--- src/rtl/gate_ctrl.sv ---
// Measurement sequencer for the equal-precision frequency meter: clear -> arm -> gate -> store.
// Latency: Sig edge reaches the FSM 3 CP cycles later; all outputs are registered (one cycle after each decision).
// Backpressure: none; Start is a level sampled only in IDLE, and waits on Sig are bounded by the preset/wait timers.
module gate_ctrl #(
    parameter int CLR_CYCLES  = 4,
    parameter int GATE_CYCLES = 50000000,
    parameter int TIMEOUT     = 100000000,
    parameter int CONT        = 0,
    parameter int TW          = 27
) (
    input  logic       CP,
    input  logic       RST,
    input  logic       Start,
    input  logic       Sig,
    output logic       Clear,
    output logic       En,
    output logic       Store,
    output logic [1:0] Status_Value,
    output logic       Busy,
    output logic       Done,
    output logic       Timeout
);

    // SETTLE is the one cycle between En falling and Store, so the counters stop before capture.
    typedef enum logic [3:0] {
        S_IDLE,
        S_CLEAR,
        S_ARM,
        S_GATE,
        S_HOLD,
        S_SETTLE,
        S_STORE,
        S_DONE,
        S_ERR
    } state_t;

    // Timer value seen in the last cycle of each interval (timers start at 0 on entry).
    localparam logic [TW-1:0] CLR_LAST  = TW'(CLR_CYCLES - 1);
    localparam logic [TW-1:0] GATE_LAST = TW'(GATE_CYCLES - 1);
    localparam logic [TW-1:0] WAIT_LAST = TW'(TIMEOUT - 1);
    localparam logic [TW-1:0] TMR_MAX   = {TW{1'b1}};

    state_t        state_q, state_d;
    logic [TW-1:0] pre_q, pre_d;
    logic [TW-1:0] wait_q, wait_d;
    logic          sig_s1_q, sig_s1_d;
    logic          sig_s2_q, sig_s2_d;
    logic          sig_s3_q, sig_s3_d;
    logic          clear_q, clear_d;
    logic          en_q, en_d;
    logic          store_q, store_d;
    logic          busy_q, busy_d;
    logic          done_q, done_d;
    logic          tmo_q, tmo_d;
    logic [1:0]    status_q, status_d;

    logic          sig_rise;
    logic          pre_exp;
    logic          wait_exp;

    assign sig_rise = sig_s2_q & ~sig_s3_q;
    assign pre_exp  = (pre_q >= GATE_LAST);
    assign wait_exp = (wait_q >= WAIT_LAST);

    // Two-flop synchronizer for Sig plus a third flop to find its rising edge.
    always_comb begin
        sig_s1_d = Sig;
        sig_s2_d = sig_s1_q;
        sig_s3_d = sig_s2_q;
    end

    // Sequencer next state; the preset timer runs from ARM entry through GATE without restarting.
    always_comb begin
        state_d = state_q;
        pre_d   = (pre_q == TMR_MAX) ? pre_q : pre_q + TW'(1);
        wait_d  = (wait_q == TMR_MAX) ? wait_q : wait_q + TW'(1);
        tmo_d   = tmo_q;
        case (state_q)
            S_IDLE: begin
                if (Start) begin
                    state_d = S_CLEAR;
                    pre_d   = '0;
                end
            end
            S_CLEAR: begin
                if (pre_q >= CLR_LAST) begin
                    state_d = S_ARM;
                    pre_d   = '0;
                    wait_d  = '0;
                end
            end
            S_ARM: begin
                // A Sig edge coinciding with either expiry still opens the gate.
                if (sig_rise) begin
                    state_d = S_GATE;
                end else if (pre_exp || wait_exp) begin
                    state_d = S_ERR;
                end
            end
            S_GATE: begin
                // Sig edges are ignored here, so an edge on the expiry cycle does not close the gate.
                if (pre_exp) begin
                    state_d = S_HOLD;
                    wait_d  = '0;
                end
            end
            S_HOLD: begin
                if (sig_rise) begin
                    state_d = S_SETTLE;
                end else if (wait_exp) begin
                    state_d = S_ERR;
                end
            end
            S_SETTLE: state_d = S_STORE;
            S_STORE:  state_d = S_DONE;
            S_DONE: begin
                if (CONT != 0) begin
                    state_d = S_CLEAR;
                    pre_d   = '0;
                end else begin
                    state_d = S_IDLE;
                end
            end
            S_ERR:    state_d = S_IDLE;
            default:  state_d = S_IDLE;
        endcase
        if (state_d == S_ERR) begin
            tmo_d = 1'b1;
        end else if ((state_d == S_CLEAR) && (state_q != S_CLEAR)) begin
            tmo_d = 1'b0;
        end
    end

    // Output values decoded from the next state so every output comes straight from a flop.
    always_comb begin
        clear_d  = 1'b1;
        en_d     = 1'b0;
        store_d  = 1'b0;
        done_d   = 1'b0;
        busy_d   = (state_d != S_IDLE);
        status_d = 2'b00;
        case (state_d)
            S_CLEAR: begin
                clear_d  = 1'b0;
                status_d = 2'b01;
            end
            S_ARM:    status_d = 2'b11;
            S_GATE, S_HOLD: begin
                en_d     = 1'b1;
                status_d = 2'b11;
            end
            S_SETTLE: status_d = 2'b11;
            S_STORE: begin
                store_d  = 1'b1;
                status_d = 2'b10;
            end
            S_DONE:   done_d = 1'b1;
            S_ERR:    done_d = 1'b1;
            default:  status_d = 2'b00;
        endcase
    end

    // State, timers, synchronizer and output registers; reset drops En and all pulses at once.
    always_ff @(posedge CP or posedge RST) begin
        if (RST) begin
            state_q  <= S_IDLE;
            pre_q    <= '0;
            wait_q   <= '0;
            sig_s1_q <= 1'b0;
            sig_s2_q <= 1'b0;
            sig_s3_q <= 1'b0;
            clear_q  <= 1'b1;
            en_q     <= 1'b0;
            store_q  <= 1'b0;
            busy_q   <= 1'b0;
            done_q   <= 1'b0;
            tmo_q    <= 1'b0;
            status_q <= 2'b00;
        end else begin
            state_q  <= state_d;
            pre_q    <= pre_d;
            wait_q   <= wait_d;
            sig_s1_q <= sig_s1_d;
            sig_s2_q <= sig_s2_d;
            sig_s3_q <= sig_s3_d;
            clear_q  <= clear_d;
            en_q     <= en_d;
            store_q  <= store_d;
            busy_q   <= busy_d;
            done_q   <= done_d;
            tmo_q    <= tmo_d;
            status_q <= status_d;
        end
    end

    assign Clear        = clear_q;
    assign En           = en_q;
    assign Store        = store_q;
    assign Status_Value = status_q;
    assign Busy         = busy_q;
    assign Done         = done_q;
    assign Timeout      = tmo_q;

endmodule

--- config.mk ---
export PLATFORM = sky130hd
export DESIGN_NAME = gate_ctrl
export DESIGN_NICKNAME = d
export VERILOG_FILES = /design/src/rtl/gate_ctrl.sv
export SDC_FILE = /design/constraint.sdc
export NUM_CORES = 1
export LEC_CHECK = 0
export CORE_UTILIZATION = 42
export DETAILED_ROUTE_END_ITERATION = 6
export SLEW_MARGIN = 20
export SYNTH_ARGS = -nofsm -noshare
export SYNTH_HDL_FRONTEND = slang
export SYNTH_SLANG_ARGS = --single-unit
export TNS_END_PERCENT = 5
--- constraint.sdc ---
create_clock -name CP -period 2.35 [get_ports CP]
set_input_delay 0.705 -clock CP [delete_from_list [all_inputs] [get_ports CP]]
set_output_delay 0.705 -clock CP [all_outputs]
set_load 0.02 [all_outputs]
==> results.cfg, run 1 <==
[run_status]
run_status = finished clean

[timing]
fin_crit_ns = 2.33
finClkSkew_ns = 0.0149
tightest_slew_ns = 0.537
fmax_ghz = 0.430
maxSlewHeadroom = 0.639
finalHoldViolCount = 0
setup_viol = 0
final.period_utilization = 0.991
drv_slew = 0
rsz0062_at_grt = yes

[setup_path]
ff2ff_path_depth = 7
cp_data_arrival_time_ns = 2.56
cp_max_fo = 4
required_ns = 2.58
reg2reg_slack_ns = 0.02
worstSetupPathType = reg2reg
endpoint_kind = flip-flop
r2r_end = Busy
cp-start-kind = flip-flop
worstReg2RegStart = pre_q[0]
crit_end = Busy
cp-startpoint = pre_q[0]

[clock_tree]
cts_root_buf = clkbuf_8
clk_latency_ns = 0.35
cts_num_sinks = 69
hold_buffers = 0
cts_buffers = 9
cts.htree.levels = 3
clk_path_buf_depth = 2
cts_tree = yes
clk_pin_slew_worst_paths_ns = 0.08

[place]
gp_congestion = 0.859
port_buffers = 11
placed_cell_area_sq_mm = 0.00412
hpwl_microns = 5420

[synthesis]
yosysSeqAreaShare = 0.476
synth_cell_types = 52
synth_warnings = 0
ys_async_sr_fraction = 1.00
ys_seq_elements = 69
post_synth.cell_area_avg_sq_um = 9.38
synth_nets = 393
synthFlopType = dfrtp_1
synth_edf_count = 0
synth_area_sq_mm = 0.00363
syn_inst = 387

[drt]
drt_iter0_drc = 103
via_count = 2898
wl_per_cell_microns = 13.7
ant_nets = 0
dr.pass1.iters = 4
drt-total-wl_microns = 7550
post-route-drc-count = 0
viasPerCell = 5.25

[global_routing]
grt_pass1_wl_microns = 13100
grt_overflow = 0
grt_antenna_before_repair = 0
grt_usage = 0.186
grt_pass1_vias = 2816
grt_max_degree = 24

[power_and_ir_drop]
power.leakage_nw = 1.96
peakVddDrop_v = 0.000277
power_density_mw_per_mm2 = 486
total_power_w = 0.00213

[layout]
final_area_sq_mm = 0.00440
diodes = 0
fin_nets = 448
area_delta_synth_final_pct = 21.1
fillerInstances = 779
drive_above_1_share = 0.192

[min_path]
whs_path_depth = 0
hold_path_class = reg2reg

[floorplanning]
num_rows = 33
start_util = 0.437
placeableCoreArea_sq_mm = 0.00830
ios = 12
die_x_microns = 94.9
fp.dieH_microns = 94.9
die_area_sq_mm = 0.00901

[run]
max_cap_viol_count = 0
per-stage QoR:
step                      TNS [ns]  hold slack (ns)  utilization  instances  setup WS (ns)
final                            0            0.392        0.530        552         0.0220
after CTS                        0            0.398        0.521        548         0.0202
after floorplan                  0            0.331            -        387         0.0815
after global routing       -0.0446            0.386        0.530        552        -0.0250
after global placement     -0.0450            0.363        0.496        529        -0.0450
after detailed placement   -0.0730            0.374        0.496        529        -0.0399
what timing repair did:
item                       in CTS  in global routing
pin swaps                       5                  9
hold endpoints to repair        0                  0
setup buffers                   3                  4
gates resized for setup         4                  9
gates cloned                    0                  0
setup endpoints to repair       2                 10
Yosys cell counts, types with 2 or more instances:
cell,number,area (sq um)
a21o_1,2,15.0
a21oi_1,9,45.0
a31oi_1,4,25.0
and2_1,6,37.5
and3_1,8,50.1
and3_2,3,22.5
and4_1,4,35.0
buf_2,5,25.0
clkbuf_1,5,18.8
dfrtp_1,68,1700
ha_1,2,25.0
inv_1,10,37.5
mux2i_1,2,20.0
nand2_1,40,150
nand3_1,16,80.1
nand3b_1,2,15.0
nand4_1,17,106
nand4b_1,2,17.5
nor2_1,67,251
nor2b_1,4,25.0
nor3_1,14,70.1
nor3b_1,2,15.0
nor4_1,8,50.1
nor4_2,2,25.0
o2111a_1,2,22.5
o21ai_0,10,50.1
or3_1,3,18.8
or4_1,2,15.0
or4b_1,2,20.0
xnor2_1,25,219
xor2_1,20,175
critical path, cell delays in order (launching register included):
cell and delay (ns):
dfrtp_1 0.42, buf_4 0.15, and2_4 0.17, or4b_1 0.49, nor3_2 0.18, a311o_2 0.21
o41ai_2 0.08, or4_1 0.52
state kept, by name, summed over array words and instances (netlist names):
name          cells
En                1
sig_s1_q          1
wait_q           27
Clear             1
pre_q            27
Store             1
Status_Value      2
sig_s3_q          1
Busy              1
Done              1
state_q           4
Timeout           1
sig_s2_q          1
placed cells by master (no fill, tap or decap), drive strengths merged, types with 3 or more instances in the layout:
| cell | n |
|---|---|
| clkbuf | 9 |
| and2 | 7 |
| nand4b | 3 |
| nor2 | 67 |
| nand3 | 16 |
| dfrtp | 68 |
| clkdlybuf4s50 | 11 |
| nand4 | 18 |
| inv | 11 |
| nor4 | 10 |
| a31oi | 4 |
| nor2b | 4 |
| a21oi | 9 |
| or4 | 3 |
| o21ai | 11 |
| or3 | 3 |
| nand2 | 40 |
| xnor2 | 25 |
| clkinv | 4 |
| nor3 | 14 |
| and4 | 5 |
| and3 | 11 |
| xor2 | 20 |
| buf | 46 |
worst min path at each step:
stage / slack, ns / from / endpoint
floorplan: 0.33 / sig_s1_q / sig_s2_q
global placement: 0.36 / sig_s1_q / sig_s2_q
detailed placement: 0.37 / sig_s1_q / sig_s2_q
CTS: 0.40 / sig_s1_q / sig_s2_q
global route: 0.39 / sig_s1_q / sig_s2_q
finish: 0.39 / sig_s1_q / sig_s2_q
where the power goes:
| group | leakage [nW] | internal, W | switching, W |
|---|---|---|---|
| combinational | 0.962 | 0.0000280 | 0.0000390 |
| sequential | 0.905 | 0.00119 | 0.00000847 |
| clock | 0.0898 | 0.000386 | 0.000480 |
final cells by class:
type,count,area (sq um),area share
multi-input cells,295,1830,0.417
inverters,10,41.3,0.00939
clock inverters,7,48.8,0.0111
well taps,105,131,0.0299
flip-flops and latches,69,1730,0.393
repair buffers,57,488,0.111
clock buffers,9,124,0.0282
layer usage:
layer,part of all wire,vias to the layer above,global-route usage,routed length (microns)
met5,0,-,0,0
met4,0.015,0,0.0682,114
met3,0.024,9,0.0330,184
met2,0.44,39,0.290,3330
met1,0.52,1396,0.257,3920
li1,-,1454,-,-
kinds of logic after synthesis:
logic type	after synthesis	share of synthesized area
AND/OR/NAND/NOR	211	0.304
flip-flops	69	0.476
XOR/XNOR	45	0.109
AO/OA/AOI/OAI	35	0.0669
buffers and inverters	23	0.0314
multiplexers	2	0.00552
adder cells (fa/ha/maj)	2	0.00690
Note: power is estimated with default switching activity, not from simulation.
==> run 2, diff against run 1 <==
Settings changed: SLEW_MARGIN 20 to 10.
==> results of run 2 <==
The final DEF is identical to that of run 1; final timing and power are the same.
